## config.mk

```make
export PLATFORM = sky130hd
export DESIGN_NAME = forward_hazard_unit
export DESIGN_NICKNAME = d
export VERILOG_FILES = /design/src/rtl/hazard_pkg.sv /design/src/rtl/fwd_port_mux.sv /design/src/rtl/forward_hazard_unit.sv
export SDC_FILE = /design/constraint.sdc
export NUM_CORES = 1
export LEC_CHECK = 0
export BUFFER_PORTS_ARGS = -buffer_cell sky130_fd_sc_hd__buf_2
export CAP_MARGIN = 20
export CORE_MARGIN = 8
export CORE_UTILIZATION = 47
export CTS_BUF_LIST = sky130_fd_sc_hd__clkbuf_16
export DETAILED_ROUTE_END_ITERATION = 8
export PLACE_DENSITY = 0.95
export REMOVE_ABC_BUFFERS = 1
export SYNTH_ARGS = -nofsm -noshare
export SYNTH_HDL_FRONTEND = slang
export SYNTH_HIERARCHICAL = 1
export SYNTH_SLANG_ARGS = --single-unit
```

## constraint.sdc

```tcl
create_clock -name clk -period 10.64 [get_ports clk]
set_clock_uncertainty 0.2 [all_clocks]
set_input_delay 2.128 -clock clk [delete_from_list [all_inputs] [get_ports clk]]
set_output_delay 2.128 -clock clk [all_outputs]
set_load 0.05 [all_outputs]
```

## src/rtl/hazard_pkg.sv

```systemverilog
// Shared definitions for the EX-stage forwarding and interlock unit.
// Holds the MULT/DIV sequencer state encoding and the special register numbers.
package hazard_pkg;

    typedef enum logic [0:0] {
        MD_IDLE = 1'b0,
        MD_BUSY = 1'b1
    } md_state_t;

    localparam int HI_NUM_DEF = 32;
    localparam int LO_NUM_DEF = 33;
    localparam int REG_ZERO   = 0;

endpackage

```

## src/rtl/fwd_port_mux.sv

```systemverilog
// One EX operand port: MEM/WB hit detection, MEM-over-WB priority select,
// and load-use detection against the MEM-stage load.
module fwd_port_mux
    import hazard_pkg::*;
#(
    parameter int REG_W  = 7,
    parameter int DATA_W = 32
) (
    input  logic [REG_W-1:0]  rd_num_i,
    input  logic [DATA_W-1:0] rd_data_i,
    input  logic [REG_W-1:0]  mem_num_i,
    input  logic              mem_write_i,
    input  logic              mem_load_i,
    input  logic [DATA_W-1:0] mem_alu_i,
    input  logic [REG_W-1:0]  wb_num_i,
    input  logic              wb_write_i,
    input  logic              wb_load_i,
    input  logic [DATA_W-1:0] wb_alu_i,
    input  logic [DATA_W-1:0] wb_rdata_i,
    output logic [DATA_W-1:0] data_o,
    output logic              memhit_o,
    output logic              lu_o
);

    logic zero;
    logic wbhit;

    assign zero     = (rd_num_i == REG_W'(REG_ZERO));
    assign memhit_o = !zero && mem_write_i && (rd_num_i == mem_num_i);
    assign wbhit    = !zero && wb_write_i && (rd_num_i == wb_num_i);
    // A MEM load hit cannot forward yet; the value only exists once it reaches WB.
    assign lu_o     = memhit_o && mem_load_i;

    always_comb begin
        data_o = rd_data_i;
        if (memhit_o) begin
            data_o = mem_alu_i;
        end else if (wbhit) begin
            data_o = wb_load_i ? wb_rdata_i : wb_alu_i;
        end
    end

endmodule

```

## src/rtl/forward_hazard_unit.sv

```systemverilog
// EX-stage operand forwarding with load-use and MULT/DIV HI/LO interlocks,
// plus a saturating count of stalled cycles.
//
// state   | meaning
// MD_IDLE | no MULT/DIV in flight; HI/LO reads proceed
// MD_BUSY | MULT/DIV in flight; HI/LO reads and a new MULT/DIV stall
module forward_hazard_unit
    import hazard_pkg::*;
#(
    parameter int NUM_READ   = 2,
    parameter int REG_W      = 7,
    parameter int DATA_W     = 32,
    parameter int MD_LATENCY = 32,
    parameter int HI_NUM     = HI_NUM_DEF,
    parameter int LO_NUM     = LO_NUM_DEF
) (
    input  logic                         clk,
    input  logic                         rst_n,
    input  logic [NUM_READ*REG_W-1:0]    ReadRegisterNumber,
    input  logic [NUM_READ*DATA_W-1:0]   ReadRegisterData,
    input  logic [REG_W-1:0]             MEMRegisterNumber,
    input  logic                         MEMWrite,
    input  logic                         MEMLoad,
    input  logic [DATA_W-1:0]            MEMAluResultData,
    input  logic [REG_W-1:0]             WBRegisterNumber,
    input  logic                         WBWrite,
    input  logic                         WBLoad,
    input  logic [DATA_W-1:0]            WBAluResultData,
    input  logic [DATA_W-1:0]            WBReadData,
    input  logic                         MdStart,
    input  logic                         Flush,
    output logic [NUM_READ*DATA_W-1:0]   EXRegisterData,
    output logic                         Stall,
    output logic                         MdBusy,
    output logic [31:0]                  StallCount
);

    localparam int CNT_W = (MD_LATENCY > 2) ? $clog2(MD_LATENCY) : 1;
    localparam logic [CNT_W-1:0] CNT_LOAD = CNT_W'(MD_LATENCY - 1);

    md_state_t         state_q, state_d;
    logic [CNT_W-1:0]  cnt_q, cnt_d, cnt_dec;
    logic [31:0]       stall_cnt_q, stall_cnt_d;
    logic [NUM_READ-1:0] memhit, lu, hilo_rd;
    logic              load_stall, md_stall;

    for (genvar i = 0; i < NUM_READ; i++) begin : g_port
        fwd_port_mux #(
            .REG_W  (REG_W),
            .DATA_W (DATA_W)
        ) u_mux (
            .rd_num_i    (ReadRegisterNumber[i*REG_W +: REG_W]),
            .rd_data_i   (ReadRegisterData[i*DATA_W +: DATA_W]),
            .mem_num_i   (MEMRegisterNumber),
            .mem_write_i (MEMWrite),
            .mem_load_i  (MEMLoad),
            .mem_alu_i   (MEMAluResultData),
            .wb_num_i    (WBRegisterNumber),
            .wb_write_i  (WBWrite),
            .wb_load_i   (WBLoad),
            .wb_alu_i    (WBAluResultData),
            .wb_rdata_i  (WBReadData),
            .data_o      (EXRegisterData[i*DATA_W +: DATA_W]),
            .memhit_o    (memhit[i]),
            .lu_o        (lu[i])
        );

        assign hilo_rd[i] = (ReadRegisterNumber[i*REG_W +: REG_W] == REG_W'(HI_NUM)) ||
                            (ReadRegisterNumber[i*REG_W +: REG_W] == REG_W'(LO_NUM));
    end

    assign load_stall = |(lu & memhit);
    assign MdBusy     = (state_q == MD_BUSY);
    assign md_stall   = MdBusy && ((|hilo_rd) || MdStart);
    assign Stall      = load_stall || md_stall;
    assign StallCount = stall_cnt_q;

    assign cnt_dec = cnt_q - 1'b1;

    // The counter is loaded with LATENCY-1 and the FSM leaves BUSY as the
    // decremented value reaches zero, so MdBusy spans t+1..t+LATENCY-1.
    always_comb begin
        state_d = state_q;
        cnt_d   = cnt_q;
        case (state_q)
            MD_IDLE: begin
                if (MdStart && !Stall && !Flush) begin
                    state_d = MD_BUSY;
                    cnt_d   = CNT_LOAD;
                end
            end
            MD_BUSY: begin
                if (Flush) begin
                    state_d = MD_IDLE;
                    cnt_d   = '0;
                end else begin
                    cnt_d = cnt_dec;
                    if (cnt_dec == '0) begin
                        state_d = MD_IDLE;
                    end
                end
            end
            default: begin
                state_d = MD_IDLE;
                cnt_d   = '0;
            end
        endcase
    end

    always_comb begin
        stall_cnt_d = stall_cnt_q;
        if (Stall && (stall_cnt_q != 32'hFFFF_FFFF)) begin
            stall_cnt_d = stall_cnt_q + 32'd1;
        end
    end

    always_ff @(posedge clk or negedge rst_n) begin
        if (!rst_n) begin
            state_q     <= MD_IDLE;
            cnt_q       <= '0;
            stall_cnt_q <= '0;
        end else begin
            state_q     <= state_d;
            cnt_q       <= cnt_d;
            stall_cnt_q <= stall_cnt_d;
        end
    end

endmodule

```

==> results by group <==
Run status
  – Outcome: completed

Clock tree
  – Number of levels in the clock H-tree: 2
  – Maximum number of buffers from clock root to sink: 2
  – TritonCTS Buffers: 5
  – Clock tree from TritonCTS: built
  – Post-CTS sizing: 0
  – Clock latency on the worst-skew pair: 280 ps
  – Number of buffers inserted to repair setup after CTS: 0
  – Master cell of the clock root buffer: clkbuf_16
  – Clock sink count: 38
  – Hold buffers post-CTS: 0
  – Clock-pin transition on the worst setup and hold timing paths: 50 ps

Synth
  – Synth Warn #: 6
  – Mean Syn Cell Area: 8.74 sq um
  – Gate count after technology mapping: 519
  – Share of synthesized area occupied by flip-flops and latches: 21.0%
  – Netlist Area Pre-Place: 4530 sq um
  – Unique cell type count in the Yosys netlist: 49
  – Register bit count reported by yosys: 38

Placement
  – Gp weighted congestion: 1.00
  – Worst setup timing slack at the placement stage: 3480 ps
  – Port Buffer Count: 293
  – Number of placed cells counting well taps: 918
  – Placed wire-length estimate after detailed placement: 15,200 microns

Critical path
  – Crit path arrival time: 4850 ps
  – CP max FO: 66
  – Data required time of the worst path: 8310 ps
  – Critical-path cell with the highest stage delay: or4_4
  – Ordered list of cells on the worst path: buf_2 > or4_4 > nor4_4 > nor3_2 > buf_4 > and2_1 > a22oi_1 > nand4b_2 > and2_1 > buf_2
  – Startpoint of the worst register-to-register path: StallCount[0]$_DFFE_PN0P_
  – Maximum cell stage delay along the critical path: 550 ps
  – Kind of end point of the critical path: output port
  – Critical path start-end classification: input pin to output port
  – Register-to-register setup slack: 7810 ps
  – Timing startpoint of the critical path: ReadRegisterNumber[5]
  – Startpoint types: input pin
  – Cells on worst reg2reg path: 6

Power
  – Total power per unit cell area: 106 nW/um^2
  – Maximum resistive drop on vdd: 0.000208 V
  – Static Leakage: 0.00276 uW

Global route
  – Number of antenna violations at the first check in global routing: 2
  – Maximum number of pins on one net before global-route repair: 67
  – GRT Residual Overflow: 0
  – Vias in the first global route: 5,164
  – Overall fraction of global-route tracks in use: 26.1%
  – First-pass GRT wire length: 27,100 microns

Routing
  – WL/cell: 19.8 microns
  – First-pass iteration count of the detailed router: 6
  – Remaining design rule violation count: 0
  – Routed Antenna Nets: 0
  – Post-Route WL: 18,400 microns
  – DRT iter0 DRCs: 398
  – Mean number of vias per cell: 5.52
  – Vias: 5,121

Floorplan
  – Die area: 13,000 sq um
  – Die outline height: 114 microns
  – Effective utilization at floorplan: 47.5%
  – Width of the chip: 114 microns
  – Placement Rows: 36
  – I/O pin total: 294
  – Std-Cell Core Area: 9550 sq um

STA
  – Pins Over Slew Limit: 0
  – Unrepaired setup endpoints after global routing: no
  – Period Utilization, post-route: 67.4%
  – F_max: 139 MHz
  – Final setup TNS: 0 ps
  – Transition time at the pin with the least slew margin: 1050 ps
  – Tightest hold margin: 288 ps
  – Worst path setup slack after routing: 3460 ps
  – Final Critical Period: 7180 ps
  – Remaining max-slew budget at the tightest pin: 29.8%
  – Number of hold violations in the final report: 0
  – Final Setup Violations: 0

Hold path
  – Cell depth of the worst hold path: 1
  – Worst min-delay path startpoint: StallCount[12]$_DFFE_PN0P_
  – Class of the worst hold path: flop to flop

Finish
  – Final layout net count: 991
  – Post-Route Utilization: 64.5%
  – Synth-to-layout area growth: 35.9%
  – Fraction of layout cells with a size suffix above 1: 49.8%
  – Number of standard cells in the final layout excluding fillers: 928

Flow run
  – Max-cap viol count: 0
-- cell usage after synthesis (all sizes together) --
library cell  count  area share [%]
nor2             10            0.83
xnor2            43             8.3
and2              4            0.55
nand4            16             2.2
o21a              5            0.83
nor3             12             2.1
dfrtp            38              21
mux2             65              16
a22oi             1            0.17
buf              19             3.5
and3              4            0.66
nor3b             1            0.17
nand2b            3            0.63
xor2             19             3.7
clkbuf           13             1.1
or2               1            0.14
ha                3            0.83
o21ai            68             7.5
mux2i            64              14
a21oi             2            0.22
nand2            80             6.7
a2111oi           1            0.33
or3               1            0.25
nand3            13             1.8
inv               8            0.66
nand4b            3             1.0
nor4              9             2.2
or4               2            0.50
nand3b            2            0.33
and4              2            0.39
o31ai             1            0.17
a31o              1            0.19
a211oi            4            0.66
a31oi             1            0.14
-- worst max-delay path, delay by kind of cell --
kind,cells,cell delay (ps)
AO/OA/AOI/OAI,1,330
AND/OR/NAND/NOR,6,1700
buffers and inverters,3,680
-- per-layer routing --
metal | global-route usage [%] | vias up | share of wire (%)
met3 | 6.59 | 48 | 8.4
met5 | 0 | - | 0
met1 | 27.3 | 2400 | 37
met4 | 10.7 | 0 | 3.1
li1 | - | 2400 | -
met2 | 48.5 | 273 | 52
-- cells by family after synthesis --
family	count (synthesis)	share of synthesized area [%]
and+or+nand+nor	163	20.5
muxes	129	30.3
AOI/OAI and AO/OA	84	10.2
xor gates and xnor gates	62	12.0
buffers and inverters	40	5.24
DFF	38	21.0
adders and majority gates	3	0.828
-- registers in the layout, summed over array words and instances, names as in the netlist --
| signal | count |
|---|---|
| cnt_q | 5 |
| MdBusy | 1 |
| StallCount | 32 |
-- layout by cell type, fill, tap and decap left out, types with 3 or more instances in the layout --
cell         n
nor3_4       3
nand2_1     79
inv_1        9
a211oi_1     4
xor2_1      19
buf_2      293
buf_4        5
nand3_1     11
dfrtp_1     38
nor4_1       5
mux2i_1     64
xnor2_1     43
and3_1       3
nor3_1       4
nor3_2       5
ha_1         3
mux2_2      65
o21ai_1     60
o21a_1       5
nor2_1      10
clkbuf_16    5
and2_1       4
o21ai_0      8
nand4_1     16
-- final cells by class --
class	count	area, sq um
fill	836	3390
multi-input combinational	441	3370
timing repair buffer	298	1500
sequential	38	951
tap	133	166
clock buffer	5	125
inverter	8	30.0
clock inverter	3	12.5
antenna	2	5.00
-- metrics by stage --
stage          instance area [sq um]  total power (uW)
2_1_floorplan                   4330               407
3_3_place_gp                    6020               507
3_5_place_dp                    6020               517
4_1_cts                         6160               657
5_1_grt                         6160               689
6_report                        6160               655
-- power by group --
group | internal [uW] | total (uW) | switching, uW
clock network | 84.6 | 139 | 54.6
logic | 118 | 321 | 203
registers | 168 | 195 | 27.3
total | 370 | 655 | 285
-- worst paths after layout --
| check | end |
|---|---|
| max | Stall |
| min | StallCount[12]$_DFFE_PN0P_ |
| max reg2reg | StallCount[1]$_DFFE_PN0P_ |
| min reg2reg | StallCount[12]$_DFFE_PN0P_ |
| max in group asynchronous | StallCount[10]$_DFFE_PN0P_ |
| min in group asynchronous | StallCount[1]$_DFFE_PN0P_ |
(Power assumes the default switching activity.)
